===== src/rtl/scsi_byte_packer_if.sv =====
// Byte/longword bus bundle between the SCSI controller data port, the packer and the DMA FIFO.
// The packer takes the master view; the SCSI controller and FIFO side take the slave view.
interface scsi_byte_packer_if;
    logic [7:0]  s_rx_data;
    logic        s_rx_vld;
    logic        s_rx_rdy;
    logic [7:0]  s_tx_data;
    logic        s_tx_vld;
    logic        s_tx_rdy;
    logic [31:0] f_wdata;
    logic [3:0]  f_wmask;
    logic        f_wr;
    logic        f_full;
    logic [31:0] f_rdata;
    logic        f_rd;
    logic        f_empty;

    modport master (
        input  s_rx_data, s_rx_vld, s_tx_rdy, f_full, f_rdata, f_empty,
        output s_rx_rdy, s_tx_data, s_tx_vld, f_wdata, f_wmask, f_wr, f_rd
    );

    modport slave (
        output s_rx_data, s_rx_vld, s_tx_rdy, f_full, f_rdata, f_empty,
        input  s_rx_rdy, s_tx_data, s_tx_vld, f_wdata, f_wmask, f_wr, f_rd
    );
endinterface


===== src/rtl/scsi_byte_packer.sv =====
// Byte-lane engine between the 8-bit SCSI data port and the 32-bit DMA FIFO: packs bytes
// big-endian into longwords (dir=1) or unpacks longwords into bytes (dir=0), with flush.
module scsi_byte_packer #(
    parameter logic [7:0] PAD_BYTE = 8'h00
) (
    input  logic                      clk,
    input  logic                      rst_n,
    input  logic                      en,
    input  logic                      dir,
    input  logic                      flush,
    scsi_byte_packer_if.master        bus,
    output logic [1:0]                bo,
    output logic                      busy,
    output logic                      flush_done
);

    typedef enum logic [2:0] {
        IDLE   = 3'd0,
        PACK   = 3'd1,
        WRITE  = 3'd2,
        FETCH  = 3'd3,
        LOAD   = 3'd4,
        UNPACK = 3'd5
    } state_t;

    state_t      state_r, state_s;
    logic [1:0]  bo_r, bo_s;
    logic [31:0] pack_r, pack_s;
    logic [31:0] unpk_r, unpk_s;
    logic [3:0]  wmask_r, wmask_s;
    logic [7:0]  tx_data_r, tx_data_s;
    logic        pend_r, pend_s;
    logic        done_r, done_s;
    logic        rx_rdy_r, tx_vld_r, busy_r;
    logic        wr_s, rd_s;
    logic        rx_hs_s, tx_hs_s;
    logic [2:0]  fill_s;
    logic [31:0] word_s;

    // Lane 0 is the most significant byte.
    function automatic logic [7:0] get_lane(input logic [31:0] w, input logic [1:0] l);
        case (l)
            2'd0:    get_lane = w[31:24];
            2'd1:    get_lane = w[23:16];
            2'd2:    get_lane = w[15:8];
            2'd3:    get_lane = w[7:0];
            default: get_lane = 8'h00;
        endcase
    endfunction

    function automatic logic [31:0] set_lane(input logic [31:0] w, input logic [1:0] l,
                                             input logic [7:0] b);
        logic [31:0] r;
        r = w;
        case (l)
            2'd0:    r[31:24] = b;
            2'd1:    r[23:16] = b;
            2'd2:    r[15:8]  = b;
            2'd3:    r[7:0]   = b;
            default: r = w;
        endcase
        return r;
    endfunction

    function automatic logic [31:0] pad_word(input logic [31:0] w, input logic [2:0] fill);
        logic [31:0] r;
        r = w;
        for (int i = 0; i < 4; i++) begin
            r = (i >= int'(fill)) ? set_lane(r, 2'(i), PAD_BYTE) : r;
        end
        return r;
    endfunction

    function automatic logic [3:0] fill_mask(input logic [2:0] fill);
        case (fill)
            3'd1:    fill_mask = 4'b1000;
            3'd2:    fill_mask = 4'b1100;
            3'd3:    fill_mask = 4'b1110;
            3'd4:    fill_mask = 4'b1111;
            default: fill_mask = 4'b0000;
        endcase
    endfunction

    // Next-state, datapath and strobe decode; EN low overrides every state.
    always_comb begin
        state_s   = state_r;
        bo_s      = bo_r;
        pack_s    = pack_r;
        unpk_s    = unpk_r;
        wmask_s   = wmask_r;
        tx_data_s = tx_data_r;
        pend_s    = pend_r;
        done_s    = 1'b0;
        wr_s      = 1'b0;
        rd_s      = 1'b0;
        rx_hs_s   = bus.s_rx_vld & rx_rdy_r;
        tx_hs_s   = tx_vld_r & bus.s_tx_rdy;
        fill_s    = {1'b0, bo_r};
        word_s    = pack_r;
        if (!en) begin
            state_s = IDLE;
            bo_s    = 2'd0;
            pack_s  = 32'd0;
            wmask_s = 4'd0;
            pend_s  = 1'b0;
        end else begin
            case (state_r)
                IDLE: begin
                    bo_s = 2'd0;
                    if (flush) begin
                        done_s = 1'b1;
                    end else if (dir) begin
                        state_s = PACK;
                    end else begin
                        state_s = FETCH;
                    end
                end
                PACK: begin
                    // A byte arriving with FLUSH is stored before the flush is evaluated.
                    if (rx_hs_s) begin
                        word_s = set_lane(pack_r, bo_r, bus.s_rx_data);
                        fill_s = {1'b0, bo_r} + 3'd1;
                    end else begin
                        word_s = pack_r;
                        fill_s = {1'b0, bo_r};
                    end
                    pack_s = word_s;
                    if (fill_s == 3'd4) begin
                        state_s = WRITE;
                        wmask_s = 4'b1111;
                        bo_s    = 2'd0;
                        pend_s  = flush;
                    end else if (flush) begin
                        if (fill_s == 3'd0) begin
                            state_s = IDLE;
                            done_s  = 1'b1;
                        end else begin
                            pack_s  = pad_word(word_s, fill_s);
                            wmask_s = fill_mask(fill_s);
                            state_s = WRITE;
                            bo_s    = 2'd0;
                            pend_s  = 1'b1;
                        end
                    end else begin
                        bo_s = fill_s[1:0];
                    end
                end
                WRITE: begin
                    wr_s   = ~bus.f_full;
                    pend_s = pend_r | flush;
                    if (!bus.f_full) begin
                        pend_s = 1'b0;
                        if (pend_r | flush) begin
                            state_s = IDLE;
                            done_s  = 1'b1;
                        end else begin
                            state_s = PACK;
                        end
                    end else begin
                        state_s = WRITE;
                    end
                end
                FETCH: begin
                    // No read is issued alongside FLUSH so no FIFO word is lost.
                    if (flush) begin
                        state_s = IDLE;
                        done_s  = 1'b1;
                    end else if (!bus.f_empty) begin
                        rd_s    = 1'b1;
                        state_s = LOAD;
                    end else begin
                        state_s = FETCH;
                    end
                end
                LOAD: begin
                    if (flush) begin
                        state_s = IDLE;
                        done_s  = 1'b1;
                    end else begin
                        unpk_s    = bus.f_rdata;
                        tx_data_s = bus.f_rdata[31:24];
                        bo_s      = 2'd0;
                        state_s   = UNPACK;
                    end
                end
                UNPACK: begin
                    if (flush) begin
                        state_s = IDLE;
                        bo_s    = 2'd0;
                        done_s  = 1'b1;
                    end else if (tx_hs_s) begin
                        if (bo_r == 2'd3) begin
                            state_s = FETCH;
                            bo_s    = 2'd0;
                        end else begin
                            bo_s      = bo_r + 2'd1;
                            tx_data_s = get_lane(unpk_r, bo_r + 2'd1);
                        end
                    end else begin
                        state_s = UNPACK;
                    end
                end
                default: begin
                    state_s = IDLE;
                    bo_s    = 2'd0;
                end
            endcase
        end
    end

    // State, datapath and registered status outputs.
    always_ff @(posedge clk or negedge rst_n) begin
        if (!rst_n) begin
            state_r   <= IDLE;
            bo_r      <= 2'd0;
            pack_r    <= 32'd0;
            unpk_r    <= 32'd0;
            wmask_r   <= 4'd0;
            tx_data_r <= 8'd0;
            pend_r    <= 1'b0;
            done_r    <= 1'b0;
            rx_rdy_r  <= 1'b0;
            tx_vld_r  <= 1'b0;
            busy_r    <= 1'b0;
        end else begin
            state_r   <= state_s;
            bo_r      <= bo_s;
            pack_r    <= pack_s;
            unpk_r    <= unpk_s;
            wmask_r   <= wmask_s;
            tx_data_r <= tx_data_s;
            pend_r    <= pend_s;
            done_r    <= done_s;
            rx_rdy_r  <= (state_s == PACK);
            tx_vld_r  <= (state_s == UNPACK);
            busy_r    <= (state_s != IDLE);
        end
    end

    // FIFO strobes follow F_FULL/F_EMPTY in the same cycle so a full FIFO is never written.
    assign bus.f_wr      = wr_s;
    assign bus.f_rd      = rd_s;
    assign bus.s_rx_rdy  = rx_rdy_r;
    assign bus.s_tx_vld  = tx_vld_r;
    assign bus.s_tx_data = tx_data_r;
    assign bus.f_wdata   = pack_r;
    assign bus.f_wmask   = wmask_r;
    assign bo            = bo_r;
    assign busy          = busy_r;
    assign flush_done    = done_r;

endmodule


===== src/flat_wrapper.sv =====
// flat-port wrapper written by rule: the top's interface ports become plain ports
module scsi_byte_packer_flat 
#(
    parameter logic [7:0] PAD_BYTE = 8'h00
)
  (clk, rst_n, en, dir, flush, bo, busy, flush_done, bus_s_rx_data, bus_s_rx_vld, bus_s_tx_rdy, bus_f_full, bus_f_rdata, bus_f_empty, bus_s_rx_rdy, bus_s_tx_data, bus_s_tx_vld, bus_f_wdata, bus_f_wmask, bus_f_wr, bus_f_rd);
  scsi_byte_packer_if bus_i ();
  input  logic clk;
  input  logic rst_n;
  input  logic en;
  input  logic dir;
  input  logic flush;
  output logic [1:0] bo;
  output logic busy;
  output logic flush_done;
  input wire logic [$bits(bus_i.s_rx_data)-1:0] bus_s_rx_data;
  input wire logic [$bits(bus_i.s_rx_vld)-1:0] bus_s_rx_vld;
  input wire logic [$bits(bus_i.s_tx_rdy)-1:0] bus_s_tx_rdy;
  input wire logic [$bits(bus_i.f_full)-1:0] bus_f_full;
  input wire logic [$bits(bus_i.f_rdata)-1:0] bus_f_rdata;
  input wire logic [$bits(bus_i.f_empty)-1:0] bus_f_empty;
  output wire logic [$bits(bus_i.s_rx_rdy)-1:0] bus_s_rx_rdy;
  output wire logic [$bits(bus_i.s_tx_data)-1:0] bus_s_tx_data;
  output wire logic [$bits(bus_i.s_tx_vld)-1:0] bus_s_tx_vld;
  output wire logic [$bits(bus_i.f_wdata)-1:0] bus_f_wdata;
  output wire logic [$bits(bus_i.f_wmask)-1:0] bus_f_wmask;
  output wire logic [$bits(bus_i.f_wr)-1:0] bus_f_wr;
  output wire logic [$bits(bus_i.f_rd)-1:0] bus_f_rd;
  assign bus_i.s_rx_data = bus_s_rx_data;
  assign bus_i.s_rx_vld = bus_s_rx_vld;
  assign bus_i.s_tx_rdy = bus_s_tx_rdy;
  assign bus_i.f_full = bus_f_full;
  assign bus_i.f_rdata = bus_f_rdata;
  assign bus_i.f_empty = bus_f_empty;
  assign bus_s_rx_rdy = bus_i.s_rx_rdy;
  assign bus_s_tx_data = bus_i.s_tx_data;
  assign bus_s_tx_vld = bus_i.s_tx_vld;
  assign bus_f_wdata = bus_i.f_wdata;
  assign bus_f_wmask = bus_i.f_wmask;
  assign bus_f_wr = bus_i.f_wr;
  assign bus_f_rd = bus_i.f_rd;
  scsi_byte_packer #(.PAD_BYTE(PAD_BYTE)) u_core (.clk(clk), .rst_n(rst_n), .en(en), .dir(dir), .flush(flush), .bus(bus_i), .bo(bo), .busy(busy), .flush_done(flush_done));
endmodule

===== config.mk =====
export PLATFORM = sky130hd
export DESIGN_NAME = scsi_byte_packer_flat
export DESIGN_NICKNAME = d
export VERILOG_FILES = /design/src/rtl/scsi_byte_packer_if.sv /design/src/rtl/scsi_byte_packer.sv /design/src/flat_wrapper.sv
export SDC_FILE = /design/constraint.sdc
export NUM_CORES = 1
export LEC_CHECK = 0
export ABC_AREA = 1
export CAP_MARGIN = 20
export CORE_MARGIN = 2
export CORE_UTILIZATION = 54
export DETAILED_ROUTE_END_ITERATION = 10
export MAX_ROUTING_LAYER = met4
export PLACE_DENSITY = 0.93
export SYNTH_ARGS = -nofsm -noshare
export SYNTH_HDL_FRONTEND = slang
export SYNTH_SLANG_ARGS = --single-unit

===== constraint.sdc =====
create_clock -name clk -period 3.33 [get_ports clk]
set_clock_uncertainty 0.05 [all_clocks]
set_input_delay 0.4995 -clock clk [delete_from_list [all_inputs] [get_ports clk]]
set_output_delay 0.4995 -clock clk [all_outputs]
set_load 0.02 [all_outputs]

==> impl_metrics.sql, run 1 <==
INSERT INTO impl_metrics (metric_group, metric, value, unit) VALUES
('run_status', 'status', 'completed', ''),
('synthesis', 'synth_enable_flop_cells', '0', ''),
('synthesis', 'synth_area_leaders', 'sky130_fd_sc_hd__dfrtp_1 51%, sky130_fd_sc_hd__nand2_1 12%, sky130_fd_sc_hd__o21ai_0 6.7%, sky130_fd_sc_hd__mux2_2 5.8%, sky130_fd_sc_hd__nand3_1 4.0%', ''),
('critical_path', 'crit_type', 'in2out', ''),
('clock_tree', 'count_of_cells_resized_by_post_cts_repair', '0', ''),
('floorplanning', 'core', '7690', 'µm²'),
('clock_tree', 'numClockSinks', '86', ''),
('floorplanning', 'row_count', '32', ''),
('cells_and_area', 'fillerInstances', '600', ''),
('power', 'combPwrFrac', '12.9', '%'),
('power', 'clockPowerShare', '34.5', '%'),
('global_routing', 'grt.total_usage', '25.6', '%'),
('synthesis', 'synth_largest_type_area_fraction', '50.5', '%'),
('critical_path', 'start_kind', 'primary input', ''),
('global_routing', 'grt_start_max_net_pins', '87', ''),
('min_path', 'worst_hold_path_type', 'reg2reg', ''),
('floorplanning', 'dieArea', '8620', 'µm²'),
('floorplanning', 'floorplan.initialDensity', '55.4', '%'),
('synthesis', 'yosysUniqueCellTypes', '29', ''),
('detailed_routing', 'routed-via-count', '3797', ''),
('global_routing', 'grt_overflow_total', '0', ''),
('synthesis', 'post_synth_instance_area', '4260', 'µm²'),
('synthesis', 'post_synth_most_frequent_cells', '136 x sky130_fd_sc_hd__nand2_1, 86 x sky130_fd_sc_hd__dfrtp_1, 57 x sky130_fd_sc_hd__o21ai_0, 40 x sky130_fd_sc_hd__inv_1, 34 x sky130_fd_sc_hd__nand3_1', ''),
('sta', 'worst-slew-pin-transition', '788', 'ps'),
('sta', 'fmaxAchievable', '382', 'MHz'),
('clock_tree', 'post_cts_buffers', '0', ''),
('sta', 'rsz0062_at_grt', 'false', ''),
('synthesis', 'yosys.cell_count.top_type', 'sky130_fd_sc_hd__nand2_1', ''),
('placed_design', 'dpl.cell_count', '678', ''),
('sta', 'final-setup-viol-count', '0', ''),
('critical_path', 'required', '2780', 'ps'),
('power', 'report.power.total', '2.09', 'mW'),
('cells_and_area', 'regArea', '2150', 'µm²'),
('global_routing', 'antenna_found_initial', '0', ''),
('critical_path', 'worst-path-max-fanout', '12', ''),
('cells_and_area', 'antennaDiodeCount', '0', ''),
('cells_and_area', 'fraction_of_layout_instances_using_a_drive_strength_above_1', '10.8', '%'),
('placed_design', 'buffers_added_on_ports', '100', ''),
('detailed_routing', 'detailedRoute.firstIterationViolations', '280', ''),
('power', 'sw_frac_of_total', '25.9', '%'),
('cells_and_area', 'final_cell_count_no_fill', '696', ''),
('synthesis', 'synth_top_area_cell', 'sky130_fd_sc_hd__dfrtp_1', ''),
('sta', 'timing_hold_violations_final', '0', ''),
('placed_design', 'placed_cell_area', '5270', 'µm²'),
('min_path', 'hold_path.startpoint', 'u_core.bus.f_wdata[2]', ''),
('min_path', 'worstHoldEndpoint', 'u_core.bus.f_wdata[2]', ''),
('detailed_routing', 'antenna_left', '0', ''),
('clock_tree', 'clk_pin_slew_worst_paths', '100', 'ps'),
('sta', 'whs', '430', 'ps'),
('sta', 'drv_slew', '0', ''),
('synthesis', 'synthesis.yosys.warnings', '0', ''),
('clock_tree', 'cts_max_level', '3', ''),
('cells_and_area', 'finalNetCount', '642', ''),
('detailed_routing', 'drt_pass1_iterations', '5', ''),
('critical_path', 'crit-reg2reg-launch', 'u_core.bo[0]', ''),
('power', 'power_density', '380', 'nW/µm²'),
('synthesis', 'ys_async_sr_fraction', '100', '%'),
('cells_and_area', 'synthToLayoutAreaGrowth', '29.3', '%'),
('power', 'ir_drop', '0.292', 'mV'),
('synthesis', 'ys_seq_elements', '86', ''),
('sta', 'final_min_period_over_clock_period', '78.6', '%'),
('placed_design', 'routabilityCongestion', '0.973', ''),
('cells_and_area', 'layout.cell_area.non_filler', '5510', 'µm²'),
('floorplanning', 'ios', '101', ''),
('job', 'max-cap-violations', '0', ''),
('power', 'p_switching', '0.541', 'mW'),
('detailed_routing', 'finalWirelength', '10.4', 'mm'),
('clock_tree', 'worst_skew_pair.late_latency', '350', 'ps'),
('critical_path', 'ff2ff_setup_slack', '1110', 'ps'),
('critical_path', 'worstPathArrival', '2070', 'ps'),
('synthesis', 'synthesis.area_per_instance', '8.61', 'µm²');
==> worst max-delay path, stage by stage <==
cell,delay [ps]
sky130_fd_sc_hd__clkdlybuf4s50_1,420
sky130_fd_sc_hd__inv_1,260
sky130_fd_sc_hd__nand3_1,160
sky130_fd_sc_hd__nor2_1,110
sky130_fd_sc_hd__clkdlybuf4s50_1,610
==> area by class of cell <==
class,count,share of cell area (%)
sequential,86,39.1
multi-input combinational,343,32.9
timing repair buffer,104,19.1
inverter,45,3.07
clock buffer,10,2.32
tap,102,2.32
clock inverter,6,1.23
==> routing by layer <==
layer | track usage [%] | share of wire (%) | vias to the layer above
met4 | 7.72 | 1.9 | 0
li1 | - | - | 1818
met3 | 4.31 | 6.2 | 22
met1 | 32.8 | 41 | 1780
met5 | - | 0 | -
met2 | 42.0 | 51 | 177
==> layout by cell type, fill, tap and decap left out, types with 9 or more instances in the layout <==
master | netlist | layout
sky130_fd_sc_hd__nand2_1 | 136 | 136
sky130_fd_sc_hd__clkdlybuf4s50_1 | 0 | 99
sky130_fd_sc_hd__dfrtp_1 | 86 | 86
sky130_fd_sc_hd__o21ai_0 | 57 | 57
sky130_fd_sc_hd__inv_1 | 40 | 40
sky130_fd_sc_hd__nand3_1 | 34 | 34
sky130_fd_sc_hd__mux2_2 | 22 | 22
sky130_fd_sc_hd__nor2_1 | 20 | 20
sky130_fd_sc_hd__a21oi_1 | 11 | 11
sky130_fd_sc_hd__nand4_1 | 9 | 9
sky130_fd_sc_hd__o211ai_1 | 9 | 9
sky130_fd_sc_hd__clkbuf_8 | 0 | 9
==> power groups by stage <==
| stage | logic [mW] | registers, mW | clock network (mW) |
|---|---|---|---|
| after floorplan | 0.0964 | 1.14 | 0 |
| after global placement | 0.256 | 1.12 | 0 |
| after detailed placement | 0.263 | 1.12 | 0 |
| after CTS | 0.264 | 1.10 | 0.736 |
| after global routing | 0.293 | 1.10 | 0.781 |
| final | 0.269 | 1.10 | 0.722 |
==> how the worst max path moves through the flow <==
stage | end | start | slack [ps] | depth (start not counted)
after floorplan | u_core.bus.f_wmask[0] | u_core.bo[0] | 1440 | 11
after CTS | bus_f_rd | flush | 700 | 5
after global routing | bus_f_rd | flush | 560 | 5
final | bus_f_rd | flush | 710 | 5
after detailed placement | bus_f_rd | flush | 700 | 5
after global placement | bus_f_rd | flush | 750 | 5
==> logic make-up after synthesis <==
kind of cell,count (synthesis),share of synthesized area [%]
AOI/OAI and AO/OA,81,10.2
muxes,32,8.22
and+or+nand+nor,226,23.0
DFF,86,50.5
adders and majority gates,4,1.17
buffers and inverters,66,6.96
==> registers in the layout (all words and copies together), names as in the netlist <==
register	count
u_core.bus.s_tx_vld	1
u_core.unpk_r	32
u_core.bo	2
u_core.pend_r	1
u_core.bus.s_rx_rdy	1
u_core.bus.f_wdata	32
u_core.bus.s_tx_data	8
u_core.state_r	3
u_core.bus.f_wmask	4
u_core.flush_done	1
u_core.busy	1
==> repair_timing <==
action	in CTS	in global routing
hold buffers	0	1
hold endpoints to repair	0	23
setup endpoints to repair	0	0
No activity file was read; power rests on OpenSTA's default activity.
==> run 2: changes to the inputs <==
- CORE_UTILIZATION: 54 -> 45
- PLACE_DENSITY: 0.93 -> 0.83
- clock period: 3.33 -> 2.17 ns (I/O delays scaled with it)
==> run 2 against run 1 <==
  * Hold slack improved by 4.2 ps
  * Sequential share of layout area down 0.87 points
  * Final cell count up 3.6%
  * Die area grew 19%
  * Worst setup slack lost 570 ps
  * Sequential cell count is the same
  * Combinational power rose by 57%
  * Clock-buffer cell count is 2 higher
  * Routed wire length up 0.16%
  * Global-route usage shrank 3.7 points
  * Largest power group unchanged
  * Highest routed layer unchanged
==> impl_metrics.sql, run 2 (synthesized netlist as in run 1, its figures left out) <==
INSERT INTO impl_metrics (metric_group, metric, value, unit) VALUES
('run_status', 'status', 'completed', ''),
('cells_and_area', 'regArea', '2150', 'µm²'),
('global_routing', 'antenna_found_initial', '0', ''),
('clock_tree', 'cts_inserted_buffers', '9', ''),
('detailed_routing', 'routed-via-count', '3742', ''),
('critical_path', 'required', '1790', 'ps'),
('cells_and_area', 'fraction_of_layout_instances_using_a_drive_strength_above_1', '13.6', '%'),
('critical_path', 'start_kind', 'flip-flop', ''),
('global_routing', 'grt_overflow_total', '0', ''),
('sta', 'timing_hold_violations_final', '0', ''),
('sta', 'drv_slew', '0', ''),
('cells_and_area', 'synthToLayoutAreaGrowth', '32.2', '%'),
('clock_tree', 'clk_root_buffer_cell', 'sky130_fd_sc_hd__clkbuf_8', ''),
('detailed_routing', 'drt_pass1_iterations', '5', ''),
('sta', 'rsz0062_at_grt', 'false', ''),
('critical_path', 'critical_path.top_delay_family', 'buffers and inverters', ''),
('critical_path', 'crit_path_cell_trace', 'inv_2, buf_4, nand3_1, nor3_1, dlygate4sd2_1', ''),
('cells_and_area', 'fillerInstances', '813', ''),
('placed_design', 'routabilityCongestion', '0.921', ''),
('power', 'ir_drop', '0.360', 'mV'),
('global_routing', 'grt_start_max_net_pins', '46', ''),
('detailed_routing', 'detailedRoute.firstIterationViolations', '176', ''),
('floorplanning', 'ios', '101', ''),
('global_routing', 'grt.total_usage', '21.9', '%'),
('detailed_routing', 'drc_errors', '0', ''),
('sta', 'final_period_minus_worst_setup_slack', '2030', 'ps'),
('floorplanning', 'die_height', '101', 'µm'),
('clock_tree', 'ctsLongestPathBuffers', '2', ''),
('cells_and_area', 'antennaDiodeCount', '0', ''),
('clock_tree', 'numClockSinks', '86', ''),
('sta', 'finalSetupTns', '0', 'ps'),
('critical_path', 'worst_path_largest_cell_delay', '460', 'ps'),
('cells_and_area', 'layout.cells.most_common_list', '135 x sky130_fd_sc_hd__nand2_1, 97 x sky130_fd_sc_hd__clkdlybuf4s50_1, 86 x sky130_fd_sc_hd__dfrtp_1', ''),
('detailed_routing', 'antenna_left', '0', ''),
('critical_path', 'critical_path_buf_inv_count', '3', ''),
('floorplanning', 'dieArea', '10300', 'µm²'),
('cells_and_area', 'finalNetCount', '658', ''),
('placed_design', 'buffers_added_on_ports', '100', ''),
('critical_path', 'cpMaxStageDelayCell', 'sky130_fd_sc_hd__dfrtp_1', ''),
('detailed_routing', 'drt-vias-per-instance', '5.19', ''),
('critical_path', 'crit_type', 'reg2out', ''),
('global_routing', 'first_global_vias', '3671', ''),
('cells_and_area', 'finish.utilization', '61.2', '%'),
('floorplanning', 'row_count', '35', ''),
('placed_design', 'dp_hpwl', '7.81', 'mm'),
('clock_tree', 'post_cts_buffers', '0', ''),
('floorplanning', 'core', '9200', 'µm²'),
('cells_and_area', 'final_common_cell', 'sky130_fd_sc_hd__nand2_1', ''),
('critical_path', 'worst-path-max-fanout', '7', ''),
('detailed_routing', 'post_drt_wl_per_cell', '14.4', 'µm'),
('global_routing', 'grt_first_pass_wirelength', '17.2', 'mm'),
('cells_and_area', 'multi_input_comb_area', '1810', 'µm²'),
('sta', 'final_min_period_over_clock_period', '93.3', '%'),
('sta', 'worst_slew_margin_rel', '63.1', '%'),
('clock_tree', 'cts_max_level', '3', ''),
('sta', 'worst-slew-pin-transition', '554', 'ps'),
('min_path', 'worst_hold_path_type', 'reg2reg', ''),
('power', 'power.static_leakage', '2.75', 'nW'),
('floorplanning', 'floorplan.initialDensity', '46.3', '%'),
('sta', 'final-setup-viol-count', '0', ''),
('clock_tree', 'worst_skew_pair.late_latency', '350', 'ps'),
('floorplanning', 'die_w', '101', 'µm'),
('detailed_routing', 'finalWirelength', '10.4', 'mm'),
('critical_path', 'worstPathArrival', '1650', 'ps'),
('clock_tree', 'tritoncts', 'done', ''),
('clock_tree', 'clk_pin_slew_worst_paths', '90', 'ps'),
('job', 'max-cap-violations', '0', ''),
('power', 'power_density', '562', 'nW/µm²'),
('sta', 'fmaxAchievable', '494', 'MHz'),
('critical_path', 'ff2ff_setup_slack', '240', 'ps'),
('critical_path', 'worst_setup_path_end_kind', 'output port', '');
-- run 2: worst paths after layout --
check,startpoint,endpoint,depth (start not counted)
max,u_core.state_r[2],bus_f_wr,5
min,u_core.bus.f_wdata[1],u_core.bus.f_wdata[1],2
max reg2reg,u_core.bo[0],u_core.bus.f_wmask[0],9
min reg2reg,u_core.bus.f_wdata[1],u_core.bus.f_wdata[1],2
max in group asynchronous,rst_n,u_core.unpk_r[16],3
min in group asynchronous,rst_n,u_core.flush_done,2
-- run 2: cell type report --
cell class,instances,area share (%)
Sequential cell,86,38.2
Multi-Input combinational cell,343,32.2
Timing Repair Buffer,120,20.8
Inverter,45,3.07
Clock buffer,12,2.75
Tap cell,111,2.47
Clock inverter,4,0.511
-- run 2: metal layers --
metal	vias up	wire length (µm)	GRT usage, %
met5	-	0	-
met4	0	137	5.20
met3	19	558	4.55
met2	132	5030	35.5
met1	1749	4660	28.4
li1	1842	-	-
-- run 2: power by group --
part	internal, mW	switching (mW)
clock network	0.482	0.579
registers	1.65	0.0308
logic	0.197	0.226
-- run 2: timing repair --
| item | CTS | global route |
|---|---|---|
| endpoints found under the setup margin | 2 | 7 |
| gates resized for setup | 2 | 4 |
| hold buffers | 1 | 0 |
| hold endpoints to repair | 41 | 0 |
-- run 2: through the flow --
stage                     hold WS (ps)  power [mW]  std cells  cell area, µm²  setup WS [ps]
final                              435        3.17        721            5630            145
after global routing               460        3.31        721            5630           16.5
after CTS                          435        3.19        721            5630           72.3
after detailed placement           298        2.14        704            5440           50.0
after global placement             291        2.13        704            5440            114
after floorplan                  -20.1        1.89        495            4260            281
-- run 2: worst register-to-register path, delay by kind of cell, from the launching register on --
kind	cells	cell delay [ps]
adders and majority gates	1	310
buffers and inverters	2	270
DFF	1	360
and+or+nand+nor	5	740
AOI/OAI and AO/OA	1	80
==> run 3: changes to the inputs <==
--- a/config.mk
+++ b/config.mk
@@ -9,8 +9,9 @@
 export CAP_MARGIN = 20
 export CORE_MARGIN = 2
-export CORE_UTILIZATION = 45
+export CORE_UTILIZATION = 57
 export DETAILED_ROUTE_END_ITERATION = 10
+export DONT_BUFFER_PORTS = 1
 export MAX_ROUTING_LAYER = met4
-export PLACE_DENSITY = 0.83
+export PLACE_DENSITY = 0.82
 export SYNTH_ARGS = -nofsm -noshare
 export SYNTH_HDL_FRONTEND = slang
==> constraint.sdc (replaced) <==
create_clock -name clk -period 2.17 [get_ports clk]
set_clock_uncertainty 0.05 [all_clocks]
set_input_delay 0.5425 -clock clk [delete_from_list [all_inputs] [get_ports clk]]
set_output_delay 0.5425 -clock clk [all_outputs]
set_load 0.02 [all_outputs]
==> run 3 against run 2 <==
  * The run now ends with hold timing left
  * Power grew 1.5%
  * Critical endpoint is now bus_f_rd
  * Core utilization grew 2.5 points
  * Critical path depth grew 1
  * Sequential share of layout area grew 8.4 points
==> impl_metrics.sql, run 3 (synthesized netlist as in run 1, its figures left out) <==
INSERT INTO impl_metrics (metric_group, metric, value, unit) VALUES
('floorplanning', 'die_w', '90.5', 'µm'),
('placed_design', 'buffers_added_on_ports', '0', ''),
('clock_tree', 'ctsLongestPathBuffers', '2', ''),
('power', 'report.power.total', '3.22', 'mW'),
('sta', 'final-setup-viol-count', '0', ''),
('global_routing', 'first_global_vias', '3388', ''),
('critical_path', 'worst-path-max-fanout', '7', ''),
('detailed_routing', 'drt_pass1_iterations', '5', ''),
('placed_design', 'dp_hpwl', '7.21', 'mm'),
('sta', 'final_min_period_over_clock_period', '97.0', '%'),
('clock_tree', 'clk_pin_slew_worst_paths', '100', 'ps'),
('sta', 'drv_slew', '0', ''),
('floorplanning', 'die_height', '90.5', 'µm'),
('clock_tree', 'tritoncts', 'done', ''),
('clock_tree', 'cts_inserted_buffers', '9', ''),
('detailed_routing', 'finalWirelength', '10.1', 'mm'),
('floorplanning', 'floorplan.initialDensity', '58.7', '%'),
('critical_path', 'ff2ff_setup_slack', '220', 'ps'),
('power', 'power.static_leakage', '2.36', 'nW'),
('min_path', 'worst_hold_path_type', 'in2async', ''),
('sta', 'timing_hold_violations_final', '86', ''),
('global_routing', 'grt_overflow_total', '0', ''),
('cells_and_area', 'finalNetCount', '553', ''),
('power', 'power_density', '695', 'nW/µm²'),
('cells_and_area', 'final_common_cell', 'sky130_fd_sc_hd__nand2_1', ''),
('run_status', 'status', 'finished, violations left', ''),
('job', 'max-cap-violations', '0', ''),
('global_routing', 'grt_start_max_net_pins', '87', ''),
('cells_and_area', 'antennaDiodeCount', '0', ''),
('clock_tree', 'clk_root_buffer_cell', 'sky130_fd_sc_hd__clkbuf_8', ''),
('critical_path', 'timing.reg2reg.worst_path_depth', '9', ''),
('detailed_routing', 'detailedRoute.firstIterationViolations', '236', ''),
('global_routing', 'grt.total_usage', '26.3', '%'),
('critical_path', 'required', '1580', 'ps'),
('sta', 'worst_slew_margin_rel', '69.4', '%'),
('sta', 'rsz0062_at_grt', 'true', ''),
('cells_and_area', 'synthToLayoutAreaGrowth', '8.55', '%'),
('detailed_routing', 'post_drt_wl_per_cell', '16.7', 'µm'),
('sta', 'whs', '-193', 'ps'),
('detailed_routing', 'routed-via-count', '3460', ''),
('clock_tree', 'worst_skew_pair.late_latency', '360', 'ps'),
('detailed_routing', 'drt-vias-per-instance', '5.73', ''),
('global_routing', 'antenna_found_initial', '0', ''),
('global_routing', 'grt_first_pass_wirelength', '16.5', 'mm'),
('floorplanning', 'dieArea', '8180', 'µm²'),
('sta', 'finalSetupTns', '0', 'ps'),
('floorplanning', 'ios', '101', ''),
('sta', 'final_period_minus_worst_setup_slack', '2110', 'ps'),
('critical_path', 'crit-reg2reg-capture', 'u_core.bus.s_tx_data[6]', ''),
('cells_and_area', 'fraction_of_layout_instances_using_a_drive_strength_above_1', '16.6', '%'),
('floorplanning', 'row_count', '31', ''),
('critical_path', 'start_kind', 'flip-flop', ''),
('sta', 'fmaxAchievable', '475', 'MHz'),
('detailed_routing', 'antenna_left', '0', ''),
('critical_path', 'crit-reg2reg-launch', 'u_core.bo[1]', ''),
('sta', 'worst-slew-pin-transition', '458', 'ps'),
('clock_tree', 'numClockSinks', '86', ''),
('critical_path', 'worst_setup_path_end_kind', 'output port', ''),
('clock_tree', 'cts_max_level', '3', ''),
('critical_path', 'worstPathArrival', '1510', 'ps'),
('placed_design', 'routabilityCongestion', '0.978', ''),
('cells_and_area', 'layout.cells.most_common_list', '135 x sky130_fd_sc_hd__nand2_1, 84 x sky130_fd_sc_hd__dfrtp_1, 57 x sky130_fd_sc_hd__o21ai_0', ''),
('power', 'ir_drop', '0.588', 'mV'),
('detailed_routing', 'drc_errors', '0', ''),
('run_status', 'violated_checks', 'hold timing', ''),
('critical_path', 'crit_type', 'reg2out', ''),
('floorplanning', 'core', '7250', 'µm²');
## run 3: cell count changes in the layout (fill, tap and decap cells not counted), moves of 3 or more
cell | before | now
sky130_fd_sc_hd__clkdlybuf4s50_1 | 97 | 0
sky130_fd_sc_hd__buf_4 | 18 | 15
sky130_fd_sc_hd__nand3_1 | 34 | 31
sky130_fd_sc_hd__nand3_2 | 2 | 5
## run 3: repair_timing
item | CTS | global route
pin swaps | 0 | 2
endpoints found under the setup margin | 2 | 4
resized for setup | 2 | 7
setup buffers | 0 | 2
endpoints found under the hold margin | 86 | 86
## run 3: cell type report
cell class / instances / area (µm²)
repair buffers: 15 / 113
well taps: 99 / 124
multi-input cells: 343 / 1830
clock buffers: 9 / 124
inverters: 45 / 171
clock inverters: 7 / 104
fillers: 625 / 2630
flip-flops and latches: 86 / 2150
## run 3: power breakdown
part           switching [mW]  total, mW  internal (mW)
clock                   0.638       1.30          0.665
sequential             0.0703       1.72           1.65
combinational           0.122      0.189         0.0665
total                   0.831       3.22           2.38
## run 3: routing by layer
layer	vias up	GRT usage [%]	wire length [µm]	share of wire, %
li1	1634	-	-	-
met1	1668	33.6	4160	41
met2	137	41.6	4880	49
met3	21	6.59	780	7.8
met4	0	8.85	235	2.3
met5	-	-	0	0
## run 3: worst max path at each step
stage,endpoint,depth (start not counted),from,slack (ps)
floorplan,bus_f_rd,5,flush,230
global placement,u_core.busy,12,u_core.bo[1],280
detailed placement,u_core.bus.s_tx_data[1],9,u_core.bo[0],260
CTS,bus_f_rd,6,u_core.state_r[2],-5
global route,bus_f_rd,6,u_core.state_r[2],-20
finish,bus_f_rd,6,u_core.state_r[2],60
## run 3: per-stage QoR
| step | util, % | std cells | worst slack, ps | instance area, µm² |
|---|---|---|---|---|
| final | 63.8 | 604 | 64.9 | 4620 |
| after global routing | 63.8 | 604 | -20.7 | 4620 |
| after CTS | 63.3 | 602 | -4.66 | 4590 |
| after detailed placement | 60.0 | 586 | 258 | 4350 |
| after global placement | 60.0 | 586 | 285 | 4350 |
| after floorplan | - | 495 | 227 | 4260 |
## run 3: critical path, cell delays in order (launching register included)
cell and delay, ps:
sky130_fd_sc_hd__dfrtp_2 470, sky130_fd_sc_hd__inv_4 80, sky130_fd_sc_hd__nand2_1 80, sky130_fd_sc_hd__nor2_2 150, sky130_fd_sc_hd__nand3_2 80, sky130_fd_sc_hd__nor2_1 130, sky130_fd_sc_hd__buf_4 150
